## config.mk

```make
export PLATFORM = sky130hd
export DESIGN_NAME = multiband_eq
export DESIGN_NICKNAME = d
export VERILOG_FILES = /design/src/rtl/eq_pkg.sv /design/src/rtl/eq_mac.sv /design/src/rtl/multiband_eq.sv
export SDC_FILE = /design/constraint.sdc
export NUM_CORES = 2
export LEC_CHECK = 0
export BUFFER_PORTS_ARGS = -buffer_cell sky130_fd_sc_hd__buf_2
export CAP_MARGIN = 20
export CORE_ASPECT_RATIO = 1.75
export CORE_UTILIZATION = 40
export DETAILED_ROUTE_END_ITERATION = 10
export PLACE_DENSITY = 0.6
export SKIP_CTS_REPAIR_TIMING = 1
export SYNTH_ARGS = -nofsm -noshare
export SYNTH_HDL_FRONTEND = slang
export SYNTH_SLANG_ARGS = --single-unit
```

## constraint.sdc

```tcl
create_clock -name clk -period 14.8 [get_ports clk]
set_input_delay 2.96 -clock clk [delete_from_list [all_inputs] [get_ports clk]]
set_output_delay 2.96 -clock clk [all_outputs]
set_load 0.05 [all_outputs]
```

## src/rtl/eq_pkg.sv

```systemverilog
// Shared types, coefficient layout and fixed-point helpers for the multiband equaliser.
package eq_pkg;

  typedef enum logic [2:0] {StIdle, StMac, StWb, StGain, StOut} eq_state_e;

  localparam int CoefB0         = 0;
  localparam int CoefB1         = 1;
  localparam int CoefB2         = 2;
  localparam int CoefA1         = 3;
  localparam int CoefA2         = 4;
  localparam int CoefGain       = 5;
  localparam int NumCoefPerBand = 6;

  // Identity response: unity b0 and unity gain on band 0 only.
  localparam int IdentityBand   = 0;

  function automatic int identity_coef(input int idx, input int frac);
    int band;
    int sel;
    band = idx / NumCoefPerBand;
    sel  = idx % NumCoefPerBand;
    if (band == IdentityBand && (sel == CoefB0 || sel == CoefGain)) return 1 << frac;
    return 0;
  endfunction

  // Round half up at bit frac, then clamp to a signed width-bit range.
  function automatic logic signed [63:0] round_sat(input logic signed [63:0] acc,
                                                   input int width, input int frac);
    logic signed [63:0] r;
    logic signed [63:0] hi;
    logic signed [63:0] lo;
    r  = (acc + (64'sd1 <<< (frac - 1))) >>> frac;
    hi = (64'sd1 <<< (width - 1)) - 64'sd1;
    lo = -(64'sd1 <<< (width - 1));
    if (r > hi) return hi;
    if (r < lo) return lo;
    return r;
  endfunction

endpackage

```

## src/rtl/eq_mac.sv

```systemverilog
// Shared signed multiplier with add/subtract accumulator and round/saturate readout.
module eq_mac
  import eq_pkg::*;
#(
  parameter int unsigned WIDTH = 16,
  parameter int unsigned FRAC  = 14,
  parameter int unsigned ACC_W = 2 * WIDTH + 8
) (
  input  logic                    clk_i,
  input  logic                    reset_i,
  input  logic                    clr_i,
  input  logic                    acc_en_i,
  input  logic                    sub_i,
  input  logic signed [WIDTH-1:0] a_i,
  input  logic signed [WIDTH-1:0] b_i,
  output logic signed [ACC_W-1:0] prod_o,
  output logic signed [WIDTH-1:0] rnd_o
);

  logic signed [2*WIDTH-1:0] mul;
  logic signed [ACC_W-1:0]   acc_q, acc_d;

  assign mul    = a_i * b_i;
  assign prod_o = ACC_W'(mul);
  assign rnd_o  = WIDTH'(round_sat(64'(acc_q), int'(WIDTH), int'(FRAC)));

  always_comb begin
    acc_d = acc_q;
    if (clr_i) begin
      acc_d = '0;
    end else if (acc_en_i) begin
      acc_d = sub_i ? acc_q - prod_o : acc_q + prod_o;
    end
  end

  always_ff @(posedge clk_i) begin
    if (reset_i) acc_q <= '0;
    else         acc_q <= acc_d;
  end

endmodule

```

## src/rtl/multiband_eq.sv

```systemverilog
// N-band, multi-channel biquad equaliser sharing one multiplier under a sequencing FSM.
module multiband_eq
  import eq_pkg::*;
#(
  parameter int unsigned WIDTH  = 16,
  parameter int unsigned FRAC   = 14,
  parameter int unsigned NBANDS = 3,
  parameter int unsigned NCH    = 2,
  parameter int unsigned ACC_W  = 2 * WIDTH + 8
) (
  input  logic                          clk,
  input  logic                          reset,
  input  logic                          in_valid,
  output logic                          in_ready,
  input  logic [$clog2(NCH)-1:0]        in_ch,
  input  logic signed [WIDTH-1:0]       audio_in,
  output logic                          out_valid,
  output logic [$clog2(NCH)-1:0]        out_ch,
  output logic signed [WIDTH-1:0]       audio_out,
  input  logic                          bypass,
  input  logic                          coef_we,
  output logic                          coef_ready,
  input  logic [$clog2(6*NBANDS)-1:0]   coef_addr,
  input  logic signed [WIDTH-1:0]       coef_wdata
);

  localparam int unsigned NCOEF = 6 * NBANDS;
  localparam int unsigned CA_W  = $clog2(NCOEF);
  localparam int unsigned CH_W  = $clog2(NCH);
  localparam int unsigned BW    = $clog2(NBANDS);

  typedef logic signed [WIDTH-1:0] samp_t;

  eq_state_e               state_q, state_d;
  logic [2:0]              tap_q, tap_d;
  logic [BW-1:0]           band_q, band_d;
  samp_t                   x_q, x_d, yk_q, yk_d, res_q, res_d, audio_out_q, audio_out_d;
  logic [CH_W-1:0]         ch_q, ch_d, out_ch_q, out_ch_d;
  logic                    byp_q, byp_d, out_phase_q, out_phase_d, out_valid_q, out_valid_d;
  logic signed [ACC_W-1:0] out_acc_q, out_acc_d;
  samp_t                   coef_q [NCOEF], coef_d [NCOEF];
  samp_t                   x1_q [NCH], x1_d [NCH], x2_q [NCH], x2_d [NCH];
  samp_t                   y1_q [NCH][NBANDS], y1_d [NCH][NBANDS];
  samp_t                   y2_q [NCH][NBANDS], y2_d [NCH][NBANDS];

  logic                    mac_clr, mac_acc_en, mac_sub;
  samp_t                   mac_a, mac_b, mac_rnd;
  logic signed [ACC_W-1:0] mac_prod;
  logic [CA_W-1:0]         coef_idx;

  assign in_ready   = (state_q == StIdle);
  assign coef_ready = in_ready;
  assign out_valid  = out_valid_q;
  assign out_ch     = out_ch_q;
  assign audio_out  = audio_out_q;

  assign coef_idx = CA_W'(32'(band_q) * 6 +
                          ((state_q == StGain) ? 32'(CoefGain) : 32'(tap_q)));

  eq_mac #(
    .WIDTH (WIDTH),
    .FRAC  (FRAC),
    .ACC_W (ACC_W)
  ) u_mac (
    .clk_i    (clk),
    .reset_i  (reset),
    .clr_i    (mac_clr),
    .acc_en_i (mac_acc_en),
    .sub_i    (mac_sub),
    .a_i      (mac_a),
    .b_i      (mac_b),
    .prod_o   (mac_prod),
    .rnd_o    (mac_rnd)
  );

  always_comb begin
    state_d     = state_q;
    tap_d       = tap_q;
    band_d      = band_q;
    x_d         = x_q;
    ch_d        = ch_q;
    byp_d       = byp_q;
    yk_d        = yk_q;
    res_d       = res_q;
    out_acc_d   = out_acc_q;
    out_phase_d = out_phase_q;
    audio_out_d = audio_out_q;
    out_ch_d    = out_ch_q;
    out_valid_d = 1'b0;
    coef_d      = coef_q;
    x1_d        = x1_q;
    x2_d        = x2_q;
    y1_d        = y1_q;
    y2_d        = y2_q;
    mac_clr     = 1'b0;
    mac_acc_en  = 1'b0;
    mac_sub     = 1'b0;
    mac_a       = coef_q[coef_idx];
    mac_b       = x_q;

    if (state_q == StIdle && coef_we && 32'(coef_addr) < NCOEF) begin
      coef_d[coef_addr] = coef_wdata;
    end

    unique case (state_q)
      StIdle: begin
        // Out-of-range channels are consumed without touching any state.
        if (in_valid && 32'(in_ch) < NCH) begin
          x_d         = audio_in;
          ch_d        = in_ch;
          byp_d       = bypass;
          band_d      = '0;
          tap_d       = '0;
          out_acc_d   = '0;
          out_phase_d = 1'b0;
          mac_clr     = 1'b1;
          state_d     = StMac;
        end
      end
      StMac: begin
        mac_acc_en = 1'b1;
        case (tap_q)
          3'd0:    mac_b = x_q;
          3'd1:    mac_b = x1_q[ch_q];
          3'd2:    mac_b = x2_q[ch_q];
          3'd3:    begin mac_b = y1_q[ch_q][band_q]; mac_sub = 1'b1; end
          default: begin mac_b = y2_q[ch_q][band_q]; mac_sub = 1'b1; end
        endcase
        if (tap_q == 3'd4) state_d = StWb;
        else               tap_d   = tap_q + 3'd1;
      end
      StWb: begin
        yk_d                 = mac_rnd;
        y2_d[ch_q][band_q]   = y1_q[ch_q][band_q];
        y1_d[ch_q][band_q]   = mac_rnd;
        state_d              = StGain;
      end
      StGain: begin
        mac_b     = yk_q;
        mac_clr   = 1'b1;
        out_acc_d = out_acc_q + mac_prod;
        if (32'(band_q) == NBANDS - 1) begin
          state_d = StOut;
        end else begin
          band_d  = band_q + BW'(1);
          tap_d   = '0;
          state_d = StMac;
        end
      end
      StOut: begin
        // Two phases: register the rounded sum first, then publish.
        if (!out_phase_q) begin
          res_d       = WIDTH'(round_sat(64'(out_acc_q), int'(WIDTH), int'(FRAC)));
          out_phase_d = 1'b1;
        end else begin
          audio_out_d = byp_q ? x_q : res_q;
          out_ch_d    = ch_q;
          out_valid_d = 1'b1;
          x2_d[ch_q]  = x1_q[ch_q];
          x1_d[ch_q]  = x_q;
          state_d     = StIdle;
        end
      end
      default: state_d = StIdle;
    endcase
  end

  always_ff @(posedge clk) begin
    if (reset) begin
      state_q     <= StIdle;
      tap_q       <= '0;
      band_q      <= '0;
      x_q         <= '0;
      ch_q        <= '0;
      byp_q       <= 1'b0;
      yk_q        <= '0;
      res_q       <= '0;
      out_acc_q   <= '0;
      out_phase_q <= 1'b0;
      audio_out_q <= '0;
      out_ch_q    <= '0;
      out_valid_q <= 1'b0;
      for (int unsigned i = 0; i < NCOEF; i++) begin
        coef_q[i] <= WIDTH'(identity_coef(int'(i), int'(FRAC)));
      end
      for (int unsigned c = 0; c < NCH; c++) begin
        x1_q[c] <= '0;
        x2_q[c] <= '0;
        for (int unsigned k = 0; k < NBANDS; k++) begin
          y1_q[c][k] <= '0;
          y2_q[c][k] <= '0;
        end
      end
    end else begin
      state_q     <= state_d;
      tap_q       <= tap_d;
      band_q      <= band_d;
      x_q         <= x_d;
      ch_q        <= ch_d;
      byp_q       <= byp_d;
      yk_q        <= yk_d;
      res_q       <= res_d;
      out_acc_q   <= out_acc_d;
      out_phase_q <= out_phase_d;
      audio_out_q <= audio_out_d;
      out_ch_q    <= out_ch_d;
      out_valid_q <= out_valid_d;
      coef_q      <= coef_d;
      x1_q        <= x1_d;
      x2_q        <= x2_d;
      y1_q        <= y1_d;
      y2_q        <= y2_d;
    end
  end

endmodule

```

# == Word level (Yosys, flattened, before mapping) ==
# Index checks and enable logic that the tools add are counted.
# totals
regBits,701
out_inout_bits,20
# classes
addsub,8
n_mul,2
order_cmp,12
n_eq_ne,14
mux,83
bitwise_logic,6
n_reduce_logical,22
# ops
cell,count
2-to-1 mux 288 bit,2
2-to-1 mux 16 bit,24
2-to-1 mux 48 bit,7
bitwise mux 288 bit,1
bitwise mux 96 bit,2
"adder 40 x 15 -> 41 bit, second input constant",2
adder 40 x 32 -> 40 bit,2
binary-select mux 16 bit (select 5 bit),1
demux 16 bit (select 5 bit),1
2-to-1 mux 40 bit,2
one-hot mux 40 bit (2 select lines),1
binary-select mux 16 bit (select 2 bit),2
bitwise mux 32 bit,2
one-hot mux 16 bit (4 select lines),1
"> comparator 27 x 16 -> 1 bit, second input constant",2
"less-than comparator 27 x 16 -> 1 bit, second input constant",2
demux 48 bit (select 1 bit),1
subtractor 40 x 32 -> 40 bit,1
demux 16 bit (select 2 bit),1
multiplier 16 x 16 -> 32 bit,1
one-hot mux 16 bit (2 select lines),1
2-to-1 mux 3 bit,8
2-to-1 mux 1 bit,17
demux 16 bit (select 1 bit),1
other kinds (35),62

# == Depth between registers and ports, before layout ==
# logic_depth
word_depth,12
depth_mapped,53
ltp_nobuf,48

# == Modules after synthesis ==
# Synthesis repeated with hierarchy kept, for this count alone.
# hier_totals
cells_unflattened,5554
area_unflattened_um2,46258.1
# by_module_without_submodules
module,instances,cells_per_inst,area_per_inst_um2,seq_area_each_um2
multiband_eq,1,3717,30885.9,13553.0
eq_mac,1,1837,15372.2,800.8

# == Worst setup path after synthesis ==
# No wires, ideal clock.
# synth_path
path_type,register to register
startpoint,reg band_q[0]
endpoint,reg u_mac.acc_q[39]
setup_time_ps,72
arrival_ps,11985
t_required_ps,14728
path_slack_ps,2744
path_stages_with_launch,50
path_buffers,6
cell_sequence,dfxtp_1 buf_2 buf_2 inv_1 ha_1 inv_1 fa_1 xor2_1 and3_1 clkbuf_1 clkbuf_1 nand3_1 nand3_1 o22a_1 clkbuf_1 nor2_1 fa_1 inv_1 (+14 left out) xnor2_1 inv_2 a2111o_1 or2_1 or3_1 o41ai_2 xor2_1 ha_1 a21o_1 a21o_1 a21oi_1 o21ai_0 or3_1 o2111ai_1 a21oi_1 or3_1 mux2i_1 mux2i_1
# synth_via
elab_chain_len,9
word_cells_on_any_way,19
cone_classes,3 x add/sub; 2 x mul; 12 x mux; 2 x bitwise
# synth_lines
element,line,text
from (decl),multiband_eq.sv:36,"logic [BW-1:0] band_q, band_d;"
from (signal assigned),multiband_eq.sv:197,band_q <= band_d;
multiplier 2 x 2 -> 4 bit or inverter 2 -> 3 bit (tied branches),"multiband_eq.sv:57, multiband_eq.sv:126, multiband_eq.sv:127",
"adder 5 x 3 -> 5 bit, or another cell as far along",multiband_eq.sv:57,assign coef_idx = CA_W'(32'(band_q) * 6 +
"inverter 5 -> 6 bit (implied by the code), or another cell as far along",multiband_eq.sv:98,mac_a = coef_q[coef_idx];
"binary-select mux 16 bit (select 5 bit), or another cell as far along",multiband_eq.sv:98,
2-to-1 mux 16 bit (implied by the code) or one-hot mux 16 bit (4 select lines) (tied branches),"multiband_eq.sv:98, multiband_eq.sv:122",
2-to-1 mux 16 bit (implied by the code) or one-hot mux 16 bit (2 select lines) (tied branches),"multiband_eq.sv:98, multiband_eq.sv:105",
multiplier 16 x 16 -> 32 bit *,eq_mac.sv:23,assign mul = a_i * b_i;
adder 40 x 32 -> 40 bit or subtractor 40 x 32 -> 40 bit (tied branches),eq_mac.sv:32,acc_d = sub_i ? acc_q - prod_o : acc_q + prod_o;
2-to-1 mux 40 bit *,eq_mac.sv:32,
to (signal assigned),eq_mac.sv:37,if (reset_i) acc_q <= '0;
to (signal assigned),eq_mac.sv:38,else acc_q <= acc_d;
to (decl),eq_mac.sv:21,"logic signed [ACC_W-1:0] acc_q, acc_d;"
# Every way passes the cells marked *; elsewhere a longest branch is shown, timed or not. The select of a mux whose other input is x is not followed.
# A chain may end at the register's enable or synchronous reset.

# == Final worst setup path ==
# layout_path
startpoint,reg state_q[2]
endpoint,reg u_mac.acc_q[39]
# layout_via
elab_chain_len,10
word_cells_on_any_way,18
cone_classes,3 x add/sub; 1 x mul; 2 x eq/ne; 9 x mux; 1 x bitwise; 2 x reduce/logical
# layout_lines
element,line,text
from (decl),multiband_eq.sv:34,"eq_state_e state_q, state_d;"
from (signal assigned),multiband_eq.sv:170,state_q <= StIdle;
from (signal assigned),multiband_eq.sv:195,state_q <= state_d;
== test 3 x 2 -> 1 bit,"multiband_eq.sv:58, multiband_eq.sv:105",
2-to-1 mux 3 bit,multiband_eq.sv:58,((state_q == StGain) ? 32'(CoefGain) : 32'(tap_q)));
adder 5 x 3 -> 5 bit,multiband_eq.sv:57,
inverter 5 -> 6 bit (implied by the code),multiband_eq.sv:98,
binary-select mux 16 bit (select 5 bit),multiband_eq.sv:98,
2-to-1 mux 16 bit (implied by the code) (2 in series),multiband_eq.sv:98,
multiplier 16 x 16 -> 32 bit,eq_mac.sv:23,
adder 40 x 32 -> 40 bit or subtractor 40 x 32 -> 40 bit (tied branches),eq_mac.sv:32,
2-to-1 mux 40 bit,eq_mac.sv:32,
# Parallel ways exist; a longest one is shown, timed or not. The select of a mux whose other input is x is not followed.

==> out/results.ini <==
[timing]
slew_viol_final = 0
hold_viol = 0
setup_violations = 0
rsz0062_at_grt = no
fin_worst_skew_ns = 0.03194
post-route-min-period_ns = 13.27
max_freq_mhz = 75.38
worst_pin_slew_ns = 1.212
finalCritPeriodShare_pct = 89.64
timing.hold.ws_ns = 0.4520
slew_headroom_pct = 19.20
setup_tns_ns = 0

[grt]
overflow = 0
grt_pass1_wl_um = 223600
grt_max_degree = 204
antenna_found_initial = 5
grt_use_total_pct = 24.63
first_global_vias = 39000

[place]
dp_hpwl_um = 102900
port_buffers = 62
placedInstanceArea_um2 = 47200
place.gp.congestion = 0.9505

[detailed_routing]
viasPerCell = 5.583
routed_wl_um = 142900
drtIter0Drc = 2393
postRouteAntennaNets = 0
dr_total_vias = 38790
first_pass_iters = 6
post_drt_wl_per_cell_um = 20.56
drc = 0

[setup_path]
crit_fanout = 16
startpoint = state_q[2]
critPathMaxStageDelay_ns = 0.60
r2r_slack_ns = 1.53
cp.required_ns = 15.40
setup.worst_path.end = u_mac.acc_q[39]
path_common_cell = fa_1
reg2reg_to = u_mac.acc_q[39]
path_depth = 42
regToRegStartpoint = state_q[2]
ff2ff_path_depth = 42
end_kind = flop
path_delay_family = adder cells
cp_data_arrival_time_ns = 13.87
crit_type = reg -> reg
start_kind = flop
slowest_stage = and3_1
cp_num_buf_inv = 5

[floorplanning]
dieHeight_um = 449.8
die-width_um = 257.9
dieArea_um2 = 116000
pin_count = 63
rows = 164
start_util_pct = 40.25
coreArea_um2 = 113900

[power_and_ir_drop]
report.power.total_mw = 6.234
irDropWorstVdd_uv = 93.41
p_per_area_nw_per_um2 = 125.9
p_leak_nw = 18.99

[logic_synthesis]
synth_top_area_share_pct = 29.21
seq_area_frac_synth_pct = 31.31
ys_types = 84
ys_seq_elements = 701
synth_ff_type = dfxtp_1
async_reset_ff_share_pct = 0
ys_warn_count = 0
synth_edf_count = 32
synth_top_area_cell = dfxtp_1
synth_area_leaders = dfxtp_1, fa_1, nand2_1
syn_area_um2 = 45840
synth_fp_nets = 6062
avgSynthCellArea_um2 = 8.217
syn_inst = 5579

[cts]
root_buffer = clkbuf_16
clk_path_buf_depth = 3
tritoncts = built
htreeDepth = 3
cts.sinks = 701
clk_pin_slew_ns = 0.07
numCtsBuffers = 69
clk_latency_ns = 0.68

[hold_path]
hold_depth = 2
hold_path.class = reg -> reg

[finish]
drive_above_1_share_pct = 9.206
area_growth_pct = 8.011
nNetsFinal = 5883
fin_area_um2 = 49520
final_util_pct = 43.48

[job]
max_cap_viol_count = 0

[status]
status = complete, no violations

-- worst reg2reg max path, delay by kind of cell (launching register included) --
| kind | cells | cell delay [ns] |
|---|---|---|
| adder cells (fa/ha/maj) | 10 | 4.59 |
| AND/OR/NAND/NOR | 14 | 4.42 |
| AO/OA/AOI/OAI | 9 | 2.13 |
| multiplexers | 3 | 0.80 |
| flip-flops | 1 | 0.58 |
| XOR/XNOR | 1 | 0.43 |
| buffers and inverters | 5 | 0.25 |
-- metal layers --
layer	global-route usage (%)	vias to the layer above	routed length (µm)	share of wire [%]
met5	0	-	11	0.0077
met4	14.64	2	9107	6.4
met3	3.167	354	5992	4.2
met2	44.76	1097	73980	52
met1	27.07	18870	53780	38
li1	-	18470	-	-
-- synthesized netlist by cell type, drive strengths merged, types with 23 or more instances --
master	instances
a211oi	241
a21o	59
a21oi	582
and2	26
and3	29
buf	69
clkbuf	323
dfxtp	669
edfxtp	32
fa	266
ha	174
inv	380
mux2	35
mux2i	83
mux4	80
nand2	1034
nand2b	30
nand3	112
nand4	28
nor2	535
nor2b	27
nor3	58
o211ai	23
o21a	28
o21ai	136
or2	104
xnor2	83
xor2	79
-- report_power, final --
part	switching, mW	total (mW)	internal, mW
sequential	0.0548	1.99	1.94
clock	0.815	1.84	1.03
combinational	1.60	2.40	0.801
-- placed cells by master (no fill, tap or decap), types with 18 or more instances in the layout --
cell type / netlist / final
a21oi_1: 580 / 580
a21o_1: 59 / 59
dfxtp_1: 669 / 667
buf_4: 2 / 76
nor2b_1: 27 / 27
and3_1: 29 / 26
fa_1: 266 / 266
a211oi_1: 240 / 240
mux2i_1: 83 / 83
xnor2_1: 83 / 82
or2_2: 103 / 103
nand2_1: 1034 / 1034
a221oi_1: 19 / 19
clkbuf_16: 0 / 71
mux4_2: 80 / 80
buf_2: 34 / 61
nor3_1: 56 / 54
o22ai_1: 19 / 19
nand2b_1: 30 / 30
nand3_1: 112 / 112
a31oi_1: 20 / 20
nor2_1: 534 / 530
clkbuf_1: 323 / 20
o21a_1: 28 / 28
edfxtp_1: 32 / 32
ha_1: 174 / 173
and2_1: 25 / 22
o31ai_1: 18 / 18
or3_1: 18 / 18
o21ai_0: 132 / 131
inv_1: 379 / 379
nand4_1: 28 / 28
o211ai_1: 22 / 22
mux2_2: 35 / 35
xor2_1: 79 / 79
-- metrics by stage --
| stage | instances | setup slack [ns] |
|---|---|---|
| 3_3_place_gp | 6821 | 1.289 |
| 3_5_place_dp | 6822 | 1.611 |
| 5_1_grt | 6948 | 0.7109 |
| 6_report | 6948 | 1.533 |
| 2_1_floorplan | 5579 | 2.744 |
| 4_1_cts | 6946 | 1.554 |
-- cell families (layout without fill, tap and decap cells) --
kind of cell / after synthesis / count (layout) / share of synthesized area [%]
other cells: 0 / 1 / 0
buf+inv: 772 / 646 / 6.430
xor+xnor: 162 / 162 / 3.095
flops: 701 / 701 / 31.31
compound gates: 1265 / 1265 / 17.21
simple gates: 2041 / 2041 / 18.98
fa+ha+maj: 440 / 440 / 16.37
mux: 198 / 198 / 6.602
-- area by class of cell --
type | instances | area, µm²
inverters | 380 | 1426
repair buffers | 142 | 962.2
clock inverters | 24 | 331.6
clock buffers | 100 | 1976
flip-flops and latches | 701 | 14360
diodes | 1 | 2.502
fillers | 11300 | 64370
well taps | 1494 | 1869
multi-input cells | 4106 | 28590
-- worst min path at each step --
stage	to	slack (ns)	from
2_1_floorplan	out_acc_q[10]	0.43	out_acc_q[10]
3_3_place_gp	coef_q[33]	0.44	coef_q[33]
3_5_place_dp	x2_q[14]	0.44	x2_q[14]
4_1_cts	x2_q[14]	0.45	x2_q[14]
5_1_grt	coef_q[65]	0.47	coef_q[65]
6_report	coef_q[260]	0.45	coef_q[260]
-- registers in the layout, indices dropped and copies added (netlist names), 16 cells and up --
name	flops
coef_q	288
y1_q	96
y2_q	96
out_acc_q	40
u_mac.acc_q	40
x1_q	32
x2_q	32
audio_out	16
res_q	16
x_q	16
yk_q	16
(Power assumes the default switching activity.)
